File: src/rtl/lcd_refresh_master.sv
// Wishbone master that runs the HD44780 init sequence and then mirrors a 2x16
// character shadow buffer onto the LCD, one command/data byte per transaction.
module lcd_refresh_master #(
    parameter logic [29:0] LCD_BASE      = 30'h0,
    parameter int unsigned POWERUP_DELAY = 750000,
    parameter int unsigned CMD_GAP       = 2000,
    parameter int unsigned CLEAR_DELAY   = 80000,
    parameter int unsigned ACK_TIMEOUT   = 255
) (
    input  logic        i_clk,
    input  logic        i_reset,
    input  logic        i_char_we,
    input  logic [4:0]  i_char_addr,
    input  logic [7:0]  i_char_data,
    output logic        o_wb_cyc,
    output logic        o_wb_stb,
    output logic        o_wb_we,
    output logic [29:0] o_wb_addr,
    output logic [31:0] o_wb_data,
    output logic [3:0]  o_wb_sel,
    input  logic        i_wb_ack,
    input  logic        i_wb_stall,
    output logic        o_init_done,
    output logic        o_busy,
    output logic        o_err
);

    typedef enum logic [2:0] {
        S_PWRUP,
        S_IDLE,
        S_BUS_REQ,
        S_BUS_WAIT,
        S_GAP
    } state_t;

    typedef enum logic {
        M_INIT,
        M_REFRESH
    } mode_t;

    logic [7:0]  shadow_q [32];

    state_t      state_q;
    mode_t       mode_q;
    logic [5:0]  step_q;
    logic [31:0] delay_q;
    logic [31:0] tmo_q;
    logic        dirty_q;

    logic        cyc_q;
    logic        stb_q;
    logic        we_q;
    logic        sel_q;
    logic [29:0] addr_q;
    logic [7:0]  byte_q;
    logic        init_done_q;
    logic        err_q;

    mode_t       issue_mode;
    logic [5:0]  issue_step;
    logic [5:0]  char_idx6;
    logic [7:0]  issue_byte;
    logic        issue_rs;
    logic        last_step;
    logic        got_ack;
    logic        abort;
    logic        start;
    logic [31:0] gap_len;

    always_ff @(posedge i_clk) begin
        if (i_char_we) begin
            shadow_q[i_char_addr] <= i_char_data;
        end
    end

    // Byte for the transaction about to be issued: the first step of a new
    // sequence, or the step after the one whose gap is expiring.
    always_comb begin
        issue_mode = (state_q == S_IDLE) ? M_REFRESH : mode_q;
        issue_step = (state_q == S_GAP) ? (step_q + 6'd1) : 6'd0;
        char_idx6  = (issue_step <= 6'd16) ? (issue_step - 6'd1) : (issue_step - 6'd2);
        issue_byte = 8'h00;
        issue_rs   = 1'b0;
        if (issue_mode == M_INIT) begin
            case (issue_step[1:0])
                2'd0:    issue_byte = 8'h38;
                2'd1:    issue_byte = 8'h0C;
                2'd2:    issue_byte = 8'h01;
                default: issue_byte = 8'h06;
            endcase
        end else if (issue_step == 6'd0) begin
            issue_byte = 8'h80;
        end else if (issue_step == 6'd17) begin
            issue_byte = 8'hC0;
        end else begin
            issue_byte = shadow_q[char_idx6[4:0]];
            issue_rs   = 1'b1;
        end
    end

    always_comb begin
        last_step = (mode_q == M_INIT) ? (step_q == 6'd3) : (step_q == 6'd33);
        gap_len   = (!addr_q[0] && byte_q == 8'h01) ? CLEAR_DELAY : CMD_GAP;
        got_ack   = ((state_q == S_BUS_REQ) && !i_wb_stall && i_wb_ack) ||
                    ((state_q == S_BUS_WAIT) && i_wb_ack);
        abort     = ((state_q == S_BUS_REQ) || (state_q == S_BUS_WAIT)) && !got_ack &&
                    (tmo_q == ACK_TIMEOUT - 32'd1);
        start     = ((state_q == S_PWRUP) && (delay_q == 32'd0)) ||
                    ((state_q == S_IDLE) && dirty_q) ||
                    ((state_q == S_GAP) && (delay_q == 32'd0) && !last_step);
    end

    always_ff @(posedge i_clk) begin
        if (i_reset) begin
            state_q     <= S_PWRUP;
            mode_q      <= M_INIT;
            step_q      <= 6'd0;
            delay_q     <= POWERUP_DELAY;
            tmo_q       <= 32'd0;
            dirty_q     <= 1'b1;
            cyc_q       <= 1'b0;
            stb_q       <= 1'b0;
            we_q        <= 1'b0;
            sel_q       <= 1'b0;
            addr_q      <= 30'd0;
            byte_q      <= 8'd0;
            init_done_q <= 1'b0;
            err_q       <= 1'b0;
        end else begin
            case (state_q)
                S_PWRUP: begin
                    if (delay_q != 32'd0) delay_q <= delay_q - 32'd1;
                end
                S_IDLE: begin
                    dirty_q <= 1'b0;
                end
                S_BUS_REQ: begin
                    tmo_q <= tmo_q + 32'd1;
                    if (!i_wb_stall) begin
                        stb_q   <= 1'b0;
                        we_q    <= 1'b0;
                        sel_q   <= 1'b0;
                        state_q <= S_BUS_WAIT;
                    end
                end
                S_BUS_WAIT: begin
                    tmo_q <= tmo_q + 32'd1;
                end
                S_GAP: begin
                    if (delay_q != 32'd0) begin
                        delay_q <= delay_q - 32'd1;
                    end else if (last_step) begin
                        state_q <= S_IDLE;
                        if (mode_q == M_INIT) init_done_q <= 1'b1;
                    end
                end
                default: state_q <= S_PWRUP;
            endcase

            if (got_ack) begin
                cyc_q   <= 1'b0;
                delay_q <= gap_len;
                state_q <= S_GAP;
            end

            // A hung slave abandons the whole sequence, not just the byte.
            if (abort) begin
                cyc_q <= 1'b0;
                stb_q <= 1'b0;
                we_q  <= 1'b0;
                sel_q <= 1'b0;
                err_q <= 1'b1;
                if (mode_q == M_INIT) begin
                    state_q <= S_PWRUP;
                    delay_q <= POWERUP_DELAY;
                end else begin
                    state_q <= S_IDLE;
                    dirty_q <= 1'b1;
                end
            end

            if (start) begin
                cyc_q   <= 1'b1;
                stb_q   <= 1'b1;
                we_q    <= 1'b1;
                sel_q   <= 1'b1;
                addr_q  <= LCD_BASE | {29'd0, issue_rs};
                byte_q  <= issue_byte;
                mode_q  <= issue_mode;
                step_q  <= issue_step;
                tmo_q   <= 32'd0;
                state_q <= S_BUS_REQ;
            end

            // A write landing while IDLE clears dirty still forces another pass.
            if (i_char_we) dirty_q <= 1'b1;
        end
    end

    assign o_wb_cyc    = cyc_q;
    assign o_wb_stb    = stb_q;
    assign o_wb_we     = we_q;
    assign o_wb_addr   = addr_q;
    assign o_wb_data   = {24'h0, byte_q};
    assign o_wb_sel    = {3'b000, sel_q};
    assign o_init_done = init_done_q;
    assign o_busy      = (state_q != S_IDLE);
    assign o_err       = err_q;

endmodule

File: config.mk
export PLATFORM = sky130hd
export DESIGN_NAME = lcd_refresh_master
export DESIGN_NICKNAME = d
export VERILOG_FILES = /design/src/rtl/lcd_refresh_master.sv
export SDC_FILE = /design/constraint.sdc
export NUM_CORES = 1
export LEC_CHECK = 0
export ABC_AREA = 1
export BUFFER_PORTS_ARGS = -buffer_cell sky130_fd_sc_hd__buf_4
export CAP_MARGIN = 20
export CORE_ASPECT_RATIO = 0.7
export CORE_MARGIN = 2
export CORE_UTILIZATION = 50
export CTS_BUF_LIST = sky130_fd_sc_hd__clkbuf_4
export DETAILED_ROUTE_END_ITERATION = 7
export GPL_TIMING_DRIVEN = 0
export HOLD_SLACK_MARGIN = 0.12
export PLACE_DENSITY = 0.67
export SYNTH_ARGS = -nofsm -noshare
export SYNTH_HDL_FRONTEND = slang
export SYNTH_SLANG_ARGS = --single-unit
File: constraint.sdc
create_clock -name i_clk -period 3 [get_ports i_clk]
set_input_delay 0 -clock i_clk [delete_from_list [all_inputs] [get_ports i_clk]]
set_output_delay 0 -clock i_clk [all_outputs]
set_load 0.01 [all_outputs]
Yosys cells after proc, flatten, opt, wreduce, memory -nomap -nowiden
Memory sizes are Yosys's and may differ from the RTL's.
Cells that the tools add are included.
{"block": "classes", "addsub": 5, "n_bitwise": 2, "n_eq_ne": 21, "n_mux": 37, "order_cmp": 1, "n_reduce_logical": 34}
{"operator": "$mux 32", "n": 5}
{"operator": "$add 32x1->32 const B", "n": 1}
{"operator": "$eq 32x8->1 const B", "n": 1}
{"operator": "$logic_not 32->1", "n": 1}
{"operator": "$reduce_bool 32->1", "n": 1}
{"operator": "$sub 32x1->32 const B", "n": 1}
{"operator": "$mux 8", "n": 3}
{"operator": "$mux 1", "n": 18}
{"operator": "$pmux 6 s3", "n": 1}
{"operator": "$mux 17", "n": 1}
{"operator": "$mux 3", "n": 5}
{"operator": "$ne 5x5->1 const B", "n": 3}
{"operator": "$ne 4x4->1 const B", "n": 3}
{"operator": "$reduce_and 4->1", "n": 3}
{"operator": "$logic_and 1x1->1", "n": 10}
{"operator": "$ne 3x1->1 const B", "n": 3}
{"operator": "$pmux 3 s3", "n": 1}
{"operator": "$eq 8x1->1 const B", "n": 1}
{"operator": "$reduce_or 2->1", "n": 4}
{"operator": "$add 6x1->6 const B", "n": 1}
{"operator": "$eq 3x2->1 const B", "n": 2}
{"operator": "$eq 6x2->1 const B", "n": 1}
{"operator": "$eq 6x5->1 const B", "n": 1}
{"operator": "$eq 6x6->1 const B", "n": 1}
{"operator": "20 further kinds", "n": 28}
{"block": "word_totals", "out_inout_bits": 72, "ff_bits": 88, "elab_cells": 114, "ram_bits": 256, "mem_count": 1}
{"memory": "shadow_q", "words": 32, "width": 8, "read_ports": 1, "rd_clocked_by_memory_dff": 0, "write_ports": 1, "line_no": "41", "text": "logic [7:0] shadow_q [32];"}

Longest topological paths before layout
Gate-level depths: netlist (run 1).
{"block": "depth", "depth_word": 9, "depth_mapped": 21, "ltp_nobuf": 19}

Worst setup path after synthesis (run 1)
Ideal clock, no wire load.
{"block": "synth_timing", "path_kind": "reg-to-reg", "start": "reg state_q[1]", "end": "reg byte_q[4]", "slack_ns": 0.435, "required_time_ns": 2.868, "path_buffers": 2, "stages_incl_launch_ff": 20, "t_arrival_ns": 2.433, "period_less_slack_ns": 2.565, "cell_sequence": "dfxtp_1 > nor2_2 > nand2_1 > nor2_2 > inv_1 > ha_1 > nand3_2 > nand2_4 > nand2_4 > nand2_1 > nand2_1 > buf_2 > buf_2 > nand3_1 > nand3_1 > nand3_1 > nand3_1 > nand2_1 > nand2_1 > a21oi_1"}
{"block": "synth_between", "elab_chain_cells": 8, "word_cells_on_any_way": 25}
{"element": "start: declaration", "line_no": "43", "text": "state_t state_q;"}
{"element": "start signal: assignment", "line_no": "115", "text": "state_q <= S_PWRUP;"}
{"element": "start signal: assignment", "line_no": "143", "text": "state_q <= S_BUS_WAIT;"}
{"element": "start signal: assignment", "line_no": "153", "text": "state_q <= S_IDLE;"}
{"element": "$eq 3x3->1 (*)", "line_no": "80", "text": "issue_step = (state_q == S_GAP) ? (step_q + 6'd1) : 6'd0;"}
{"element": "$mux 6 (*)", "line_no": "80"}
{"element": "via issue_step[0]", "line_no": "60", "text": "logic [5:0] issue_step;"}
{"element": "$sub 5x2->5, or another cell as far along", "line_no": "81", "text": "char_idx6 = (issue_step <= 6'd16) ? (issue_step - 6'd1) : (issue_step - 6'd2);"}
{"element": "$mux 5", "line_no": "81"}
{"element": "$mem_v2 32x8"}
{"element": "$mux 8", "line_no": "93", "text": "end else if (issue_step == 6'd17) begin"}
{"element": "$mux 8", "line_no": "91", "text": "end else if (issue_step == 6'd0) begin"}
{"element": "$mux 8 (*)", "line_no": "84", "text": "if (issue_mode == M_INIT) begin"}
{"element": "end signal: assignment", "line_no": "188", "text": "byte_q <= issue_byte;"}
{"element": "end: declaration", "line_no": "55", "text": "logic [7:0] byte_q;"}
The timed path passes the listed nets; every way through them passes the cells marked *.
A chain may end at the register's enable or synchronous reset.

Final worst setup path (run 1)
{"block": "layout_timing", "start": "reg state_q[0]", "end": "reg byte_q[6]"}
{"block": "layout_between", "elab_chain_cells": 8, "word_cells_on_any_way": 21}
{"element": "$eq 3x3->1 (*)", "line_no": "80"}
{"element": "$mux 6 (*)", "line_no": "80"}
{"element": "via issue_step[0]", "line_no": "60"}
{"element": "$sub 5x2->5, or another cell as far along", "line_no": "81"}
{"element": "$mux 5", "line_no": "81"}
{"element": "$mem_v2 32x8"}
{"element": "$mux 8", "line_no": "93"}
{"element": "$mux 8 (*)", "line_no": "91"}
{"element": "$mux 8 (*)", "line_no": "84"}
Marks and branches as above.

==> results of run 1 <==
cells in the final DEF, fill, tap and decap left out, types with 18 or more instances in the layout:
cell type and count:
a21oi_1 42, buf_4 114, clkbuf_4 129, conb_1 56, dfxtp_1 83, dlygate4sd3_1 21, edfxtp_1 256, inv_1 155
nand2_1 360, nand3_1 301, nand3_2 18, nor2_1 161, nor3_1 25, nor4_1 18, o21ai_0 30, xor2_1 27
cell families (layout without fill, tap and decap cells):
logic type               after synthesis  in the layout
AND/OR/NAND/NOR                      933            933
flip-flops                           344            344
buffers and inverters                283            492
AO/OA/AOI/OAI                         92             92
XOR/XNOR                              36             36
adder cells (fa/ha/maj)               12             12
other                                  1             58
sequential cells by signal, indices dropped and copies added (netlist names):
name,flops
byte_q,8
tmo_q,32
step_q,6
mode_q,1
o_wb_cyc,1
o_err,1
delay_q,32
dirty_q,1
state_q,3
o_init_done,1
shadow_q,256
sel_q,1
o_wb_addr,1
layout make-up:
type                            instances  area share
Multi-Input combinational cell       1129      0.2963
Clock inverter                         24    0.006993
Buffer                                118     0.04916
Timing Repair Buffer                   62     0.02784
Tap cell                              420     0.02824
Clock buffer                          123     0.04963
Sequential cell                       344      0.5082
Antenna cell                            2   0.0002690
Inverter                              165     0.03342
timing repair:
action,4_1_cts,5_1_grt
pin swaps,2,6
hold buffers,21,0
hold endpoints to repair,561,0
resized for setup,50,70
setup endpoints to repair,8,49
setup buffers,2,6
stage by stage:
stage / cell area, sq um / hold WS, ns
detailed placement: 16910 / 0.3177
global route: 18610 / 0.1522
global placement: 16910 / 0.3082
CTS: 18320 / 0.1213
floorplan: 16140 / 0.09887
finish: 18610 / 0.1750
worst min path at each step:
stage                      to  slack [ns]  cells after the start
6_report            byte_q[6]        0.18                      5
5_1_grt             byte_q[6]        0.15                      5
4_1_cts             byte_q[6]        0.12                      5
3_5_place_dp        byte_q[7]        0.32                      4
3_3_place_gp          dirty_q        0.31                      3
2_1_floorplan  shadow_q[0][0]         0.1                      0
where the power goes:
group,switching (uW),internal (uW),leakage (uW),total [uW]
Combinational,781,407,0.00388,1190
Clock,1900,1960,0.000622,3860
Sequential,88.5,5220,0.00302,5310
Total,2770,7590,0.00753,10400
per-layer routing:
metal | global-route usage | up-vias
met5 | 0 | -
met2 | 0.3650 | 662
met3 | 0.08637 | 84
met4 | 0.09100 | 0
met1 | 0.3978 | 5949
li1 | - | 6106
critical path: stages (launching register included):
cell and delay (ns):
dfxtp_2 0.35, nor2_4 0.12, nand2_2 0.11, nor2_4 0.16, inv_4 0.08, ha_1 0.21, nand3_2 0.10, nand2_4 0.10
nand2_8 0.11, nand2_4 0.13, nand2_8 0.14, buf_4 0.26, nand2_1 0.08, nand3_1 0.15, nand3_1 0.13, nand3_1 0.10
nand3_1 0.07, nand2_1 0.10, nand2_1 0.07, nand2_1 0.09, nand2_1 0.06
==> impl_metrics.sql, run 1 <==
INSERT INTO impl_metrics (metric_group, metric, value, unit) VALUES
('grt', 'grt_pass1_wl', '67280', 'um'),
('finish', 'fin_nets', '1936', ''),
('timing', 'period_minus_slack', '2.892', 'ns'),
('logic_synthesis', 'synth_top_area_share', '0.4825', ''),
('timing', 'setup_viol', '0', ''),
('worst_setup_path', 'cp_data_required_time', '3.60', 'ns'),
('worst_setup_path', 'worst_setup_path_start_kind', 'register', ''),
('finish', 'area_growth', '16.78', '%'),
('logic_synthesis', 'synth.mux.area_fraction', '0', ''),
('floorplanning', 'floorplan.initialDensity', '0.5093', ''),
('grt', 'grt-ovfl-total', '0', ''),
('timing', 'timing_worst_slew_pin_value', '1.122', 'ns'),
('logic_synthesis', 'synth_flop_cell', 'edfxtp_1', ''),
('worst_setup_path', 'reg2regPathDepth', '20', ''),
('worst_setup_path', 'endpoint', 'byte_q[6]', ''),
('timing', 'finClkSkew', '0.05404', 'ns'),
('logic_synthesis', 'ys_seq_area_frac', '0.5931', ''),
('route', 'met2_wire_len', '17830', 'um'),
('clock_network', 'clk_path_buf_depth', '3', ''),
('worst_setup_path', 'reg2reg_setup_slack', '0.11', 'ns'),
('route', 'vias_per_cell', '5.363', ''),
('route', 'first_iter_violations', '1608', ''),
('timing', 'timing.fmax', '0.3458', 'GHz'),
('logic_synthesis', 'commonest_cells_in_the_netlist', 'nand2_1 (366), nand3_1 (316), edfxtp_1 (256), nor2_1 (161), inv_1 (157)', ''),
('logic_synthesis', 'yosys.cell_count.top_type', 'nand2_1', ''),
('worst_setup_path', 'worst_path_fanout_max', '10', ''),
('place', 'port_buffers', '33', ''),
('logic_synthesis', 'synth_cell_types', '41', ''),
('clock_network', 'tritoncts_num_sinks', '344', ''),
('timing', 'slew_headroom', '0.2491', ''),
('place', 'preCtsSetupSlack', '-0.7075', 'ns'),
('finish', 'share_of_layout_cells_above_drive_strength_1', '0.1771', ''),
('timing', 'finalMaxSlewViolations', '0', ''),
('floorplanning', 'num_rows', '54', ''),
('route', 'top_layer_used', 'met4', ''),
('route', 'wirelength_met1', '19840', 'um'),
('hold_path', 'min_path_type', 'in -> reg', ''),
('grt', 'grt_pass1_vias', '11940', ''),
('logic_synthesis', 'synth_fa_ha_area_frac', '0.009424', ''),
('logic_synthesis', 'synth-async-reset-ratio', '0', ''),
('outcome', 'outcome', 'finished clean', ''),
('logic_synthesis', 'synthesis.area_per_instance', '9.367', 'sq um'),
('route', 'met3WireLength', '5438', 'um'),
('floorplanning', 'core-area', '31280', 'sq um'),
('worst_setup_path', 'criticalPathCategory', 'reg -> reg', ''),
('logic_synthesis', 'synth.top_cells.by_area', 'edfxtp_1 (48%), dfxtp_1 (11%), nand3_1 (9.9%)', ''),
('clock_network', 'clk_pin_slew_worst_paths', '0.07', 'ns'),
('floorplanning', 'dieArea', '33330', 'sq um'),
('worst_setup_path', 'worst_setup_path_end_kind', 'register', ''),
('logic_synthesis', 'synthDominantAreaCellType', 'edfxtp_1', ''),
('logic_synthesis', 'synth-edff-count', '256', ''),
('timing', 'setup_total_negative_slack', '0', 'ns'),
('clock_network', 'cts_root_buffer_type', 'clkbuf_4', ''),
('logic_synthesis', 'post_synthesis_compound_gate_area_fraction', '0.03180', ''),
('finish', 'multi_input_area', '5513', 'sq um'),
('worst_setup_path', 'timing.critical_path.arrival', '3.49', 'ns'),
('route', 'route.vias.total', '12800', ''),
('clock_network', 'tritoncts.num_buffers', '86', ''),
('timing', 'layout_worst_path_cycle_share', '0.9639', ''),
('route', 'detailedRoute.firstPassIterationCount', '5', ''),
('route', 'detailed_route_wire_length', '44170', 'um'),
('logic_synthesis', 'synth_simple_gate_area_share', '0.2603', ''),
('finish', 'layoutNonFillerInstCount', '2387', ''),
('worst_setup_path', 'rr_endpoint', 'byte_q[6]', ''),
('worst_setup_path', 'critPathLaunch', 'state_q[0]', ''),
('clock_network', 'clock_latency', '0.76', 'ns'),
('floorplanning', 'io_pins', '90', ''),
('finish', 'post-route-util', '0.5948', ''),
('logic_synthesis', 'synth_seq_cells', '344', ''),
('clock_network', 'cts_htree_levels', '3', ''),
('power', 'vdd.ir_drop.worst', '0.0003582', 'V');
(Power assumes the default switching activity.)
==> inputs of run 2 (changes only) <==
--- a/config.mk
+++ b/config.mk
@@ -6,7 +6,8 @@
 export NUM_CORES = 1
 export LEC_CHECK = 0
-export ABC_AREA = 1
 export BUFFER_PORTS_ARGS = -buffer_cell sky130_fd_sc_hd__buf_4
 export CAP_MARGIN = 20
+export CELL_PAD_IN_SITES_DETAIL_PLACEMENT = 1
+export CELL_PAD_IN_SITES_GLOBAL_PLACEMENT = 1
 export CORE_ASPECT_RATIO = 0.7
 export CORE_MARGIN = 2
@@ -16,5 +17,5 @@
 export GPL_TIMING_DRIVEN = 0
 export HOLD_SLACK_MARGIN = 0.12
-export PLACE_DENSITY = 0.67
+export PLACE_DENSITY = 0.81
 export SYNTH_ARGS = -nofsm -noshare
 export SYNTH_HDL_FRONTEND = slang
==> constraint.sdc (replaced) <==
create_clock -name i_clk -period 3 [get_ports i_clk]
set_input_delay 0 -clock i_clk [delete_from_list [all_inputs] [get_ports i_clk]]
set_output_delay 0 -clock i_clk [all_outputs]
set_load 0.05 [all_outputs]
==> run 2 against run 1 <==
Compared with the run above:
- the run now ends with setup timing left
- power fell by 5.2%
- clock skew rose by 0.0072 ns
- cell count fell by 17%
- sequential power fell by 2%
- via count fell by 4.4%
- combinational power fell by 52%
- die area fell by 5.7%
- clock-buffer cell count fell by 3
- non-clock buffer count rose by 26
- critical path type unchanged
==> impl_metrics.sql, run 2 <==
INSERT INTO impl_metrics (metric_group, metric, value, unit) VALUES
('finish', 'biggestRegsByFlops', 'shadow_q (256), delay_q (32), tmo_q (32)', ''),
('timing', 'finClkSkew', '0.06128', 'ns'),
('grt', 'grt_max_degree', '33', ''),
('outcome', 'failing_checks', 'setup timing', ''),
('power', 'net-switching-power', '2488', 'uW'),
('logic_synthesis', 'synth.mux.area_fraction', '0.02734', ''),
('timing', 'timing_worst_slew_pin_value', '1.207', 'ns'),
('finish', 'layoutNonFillerInstCount', '1977', ''),
('logic_synthesis', 'post_synthesis_compound_gate_area_fraction', '0.07002', ''),
('timing', 'layout_worst_path_cycle_share', '1.216', ''),
('power', 'logic_pwr_share', '0.058', ''),
('worst_setup_path', 'worst_setup_path_start_kind', 'register', ''),
('timing', 'slew_headroom', '0.1922', ''),
('power', 'post-layout-total-power', '9819', 'uW'),
('logic_synthesis', 'synthesis.yosys.warnings', '0', ''),
('clock_network', 'clock_latency', '0.84', 'ns'),
('route', 'detailedRoute.firstPassIterationCount', '6', ''),
('timing', 'period_minus_slack', '3.648', 'ns'),
('timing', 'setup_viol', '9', ''),
('logic_synthesis', 'synth-async-reset-ratio', '0', ''),
('finish', 'area_growth', '23.56', '%'),
('hold_path', 'hold_depth', '4', ''),
('timing', 'hold_viol_final', '0', ''),
('route', 'route.vias.total', '12240', ''),
('floorplanning', 'dieArea', '31450', 'sq um'),
('grt', 'number_of_antenna_violations_at_the_first_check_in_global_routing', '2', ''),
('finish', 'layout.filler_cells', '3086', ''),
('hold_path', 'worst_hold_path.endpoint', 'sel_q', ''),
('route', 'vias_per_cell', '6.189', ''),
('finish', 'largest_reg_flops', '256', ''),
('logic_synthesis', 'synth_top_area_share', '0.5121', ''),
('finish', 'multi_input_area', '5748', 'sq um'),
('finish', 'fin_nets', '1565', ''),
('logic_synthesis', 'synth_fa_ha_area_frac', '0.01000', ''),
('logic_synthesis', 'synthesis.area_per_instance', '11.56', 'sq um'),
('floorplanning', 'io_pins', '90', ''),
('clock_network', 'clk_path_buf_depth', '3', ''),
('finish', 'post-route-util', '0.6229', ''),
('hold_path', 'hold_start', 'i_wb_stall', ''),
('worst_setup_path', 'reg2regPathDepth', '16', ''),
('outcome', 'outcome', 'finished, violations left', ''),
('worst_setup_path', 'criticalPathCategory', 'reg -> reg', ''),
('clock_network', 'tritoncts.num_buffers', '86', ''),
('logic_synthesis', 'synth_seq_cells', '344', ''),
('timing', 'grt_setup_unrepaired', 'true', ''),
('place', 'placedCellCount', '1772', ''),
('finish', 'sequential_cell_area', '9465', 'sq um'),
('logic_synthesis', 'synth_cell_types', '71', ''),
('place', 'port_buffers', '33', ''),
('logic_synthesis', 'synth_simple_gate_area_share', '0.1759', ''),
('grt', 'grt_pass1_vias', '12380', ''),
('logic_synthesis', 'syn_inst', '1299', ''),
('power', 'power.clock.fraction', '0.411', ''),
('power', 'leakage', '0.006962', 'uW'),
('timing', 'finalMaxSlewViolations', '0', ''),
('floorplanning', 'floorplan.initialDensity', '0.5041', ''),
('worst_setup_path', 'rr_endpoint', 'byte_q[3]', ''),
('clock_network', 'cts_root_buffer_type', 'clkbuf_4', ''),
('power', 'vdd.ir_drop.worst', '0.0002809', 'V'),
('logic_synthesis', 'largest_family_of_logic_cells_by_synthesized_area', 'simple AND/OR/NAND/NOR gates', ''),
('logic_synthesis', 'mappedNetlistArea', '15010', 'sq um'),
('logic_synthesis', 'yosys.cell_count.top_type', 'edfxtp_1', ''),
('route', 'antenna_violating_nets_post_route', '0', ''),
('clock_network', 'clock_tree_from_tritoncts', 'done', ''),
('clock_network', 'clk_pin_slew_worst_paths', '0.09', 'ns'),
('grt', 'grt_pass1_wl', '74150', 'um'),
('flow_run', 'drv_cap', '0', ''),
('worst_setup_path', 'worst_setup_path_end_kind', 'register', ''),
('logic_synthesis', 'synthDominantAreaCellType', 'edfxtp_1', ''),
('floorplanning', 'num_rows', '53', ''),
('route', 'drc_errors', '0', ''),
('power', 'switching_share', '0.2533', ''),
('logic_synthesis', 'synth-edff-count', '256', ''),
('clock_network', 'cts_htree_levels', '3', ''),
('worst_setup_path', 'cp_data_required_time', '3.74', 'ns'),
('worst_setup_path', 'worst_path_fanout_max', '10', ''),
('finish', 'mostFrequentLayoutCell', 'edfxtp_1', ''),
('route', 'first_iter_violations', '1347', ''),
('grt', 'grt-ovfl-total', '0', ''),
('hold_path', 'min_path_type', 'in -> reg', ''),
('logic_synthesis', 'synth_flop_cell', 'edfxtp_1', ''),
('grt', 'global_route.usage.total', '0.3206', ''),
('route', 'detailed_route_wire_length', '53600', 'um'),
('worst_setup_path', 'r2r_start', 'state_q[2]', ''),
('power', 'power_frac_seq', '0.530', ''),
('timing', 'layout_setup_ws', '-0.6484', 'ns'),
('finish', 'layout_common_cells', 'edfxtp_1 (256), nand2_1 (237), clkbuf_4 (130), buf_4 (130), nor2_1 (122)', ''),
('route', 'routed_wire_length_per_instance', '27.11', 'um'),
('floorplanning', 'core-area', '29770', 'sq um'),
('place', 'detailedPlacementHpwl', '30360', 'um'),
('floorplanning', 'vert_die_dim', '149.0', 'um'),
('finish', 'top_register', 'shadow_q', ''),
('logic_synthesis', 'ys_seq_area_frac', '0.6295', ''),
('clock_network', 'tritoncts_num_sinks', '344', ''),
('worst_setup_path', 'timing.critical_path.arrival', '4.39', 'ns'),
('logic_synthesis', 'synth.top_cells.by_area', 'edfxtp_1 (51%), dfxtp_1 (12%), nand2_1 (6.1%)', ''),
('logic_synthesis', 'yosys.area_share.xor_xnor', '0.03676', ''),
('power', 'power_density', '529.4', 'nW/um^2'),
('power', 'cell_internal_power', '7332', 'uW'),
('finish', 'share_of_layout_cells_above_drive_strength_1', '0.2613', ''),
('place', 'gpl.final_weighted_congestion', '0.8989', ''),
('logic_synthesis', 'commonest_cells_in_the_netlist', 'edfxtp_1 (256), nand2_1 (245), nor2_1 (123), dfxtp_1 (88), nand3_1 (83)', ''),
('timing', 'timing.fmax', '0.2741', 'GHz'),
('worst_setup_path', 'reg2reg_setup_slack', '-0.65', 'ns'),
('floorplanning', 'fp.dieW', '211.1', 'um');
-- run 2: cell count changes in the layout (fill, tap and decap cells not counted), moves of 17 or more --
cell	previous run	this run
xnor2_1	8	25
nor2_1	161	122
nand2_1	360	237
mux2i_1	0	30
inv_1	155	12
nand3_1	301	81
a21oi_1	42	23
-- run 2: routing by layer --
| metal | vias to the layer above | track usage | part of all wire |
|---|---|---|---|
| met5 | - | 0 | 0.00024 |
| met1 | 6057 | 0.4245 | 0.39 |
| met4 | 2 | 0.1447 | 0.047 |
| met3 | 210 | 0.07832 | 0.11 |
| li1 | 5115 | - | - |
| met2 | 852 | 0.5036 | 0.46 |
-- run 2: final cells by class --
cell class,count,share of cell area
Antenna cell,4,0.0005397
Buffer,110,0.04999
Clock buffer,120,0.04857
Clock inverter,21,0.007218
Inverter,13,0.002631
Multi-Input combinational cell,884,0.3099
Sequential cell,344,0.5103
Tap cell,385,0.02597
Timing Repair Buffer,96,0.04486
-- run 2: power by group through the flow --
stage | clock network (uW) | logic [uW] | registers, uW
floorplan | 0 | 353 | 5310
finish | 4040 | 574 | 5210
detailed placement | 0 | 507 | 5310
CTS | 3970 | 544 | 5210
global route | 4280 | 604 | 5210
global placement | 0 | 492 | 5310
-- run 2: timing repair --
item,4_1_cts,5_1_grt
hold buffers,23,0
setup buffers,29,9
endpoints found under the hold margin,570,0
resized for setup,138,80
pin swaps,27,23
gates cloned,2,0
endpoints found under the setup margin,49,64
-- run 2: critical path, cell delays in order (launching register included) --
cell and delay, ns:
dfxtp_4 0.36, nor3b_4 0.16, buf_6 0.13, nand2b_4 0.09
ha_4 0.17, nand2_2 0.07, or4_4 0.47, o211a_4 0.22
mux2_4 0.25, buf_12 0.13, buf_8 0.14, buf_12 0.16
nand2_1 0.08, a32oi_1 0.33, a31oi_2 0.23, nor4_4 0.38
a21o_1 0.17
-- run 2: worst max path at each step --
| stage | from | slack [ns] | endpoint |
|---|---|---|---|
| 2_1_floorplan | step_q[0] | 0.01 | byte_q[6] |
| 3_3_place_gp | state_q[0] | -1.25 | byte_q[0] |
| 3_5_place_dp | state_q[2] | -1.37 | byte_q[0] |
| 4_1_cts | state_q[2] | -0.45 | byte_q[3] |
| 5_1_grt | state_q[2] | -0.61 | byte_q[3] |
| 6_report | state_q[2] | -0.65 | byte_q[3] |
-- run 2: kinds of logic (layout without fill, tap and decap cells) --
logic type      count (synthesis)  after routing
xor+xnor                       63             63
fa+ha+maj                      12             12
mux                            39             39
flops                         344            344
buf+inv                       126            360
simple gates                  571            571
compound gates                143            143
other cells                     1             60
-- run 2: per-stage QoR --
step | hold WS (ns) | setup slack [ns] | instance area (sq um) | setup TNS (ns)
finish | 0.1297 | -0.6484 | 18550 | -4.589
detailed placement | 0.2873 | -1.372 | 16000 | -14.45
CTS | 0.1406 | -0.4520 | 18140 | -3.095
floorplan | 0.09887 | 0.01092 | 15270 | 0
global route | 0.1318 | -0.6072 | 18550 | -4.674
global placement | 0.2769 | -1.250 | 16000 | -11.01
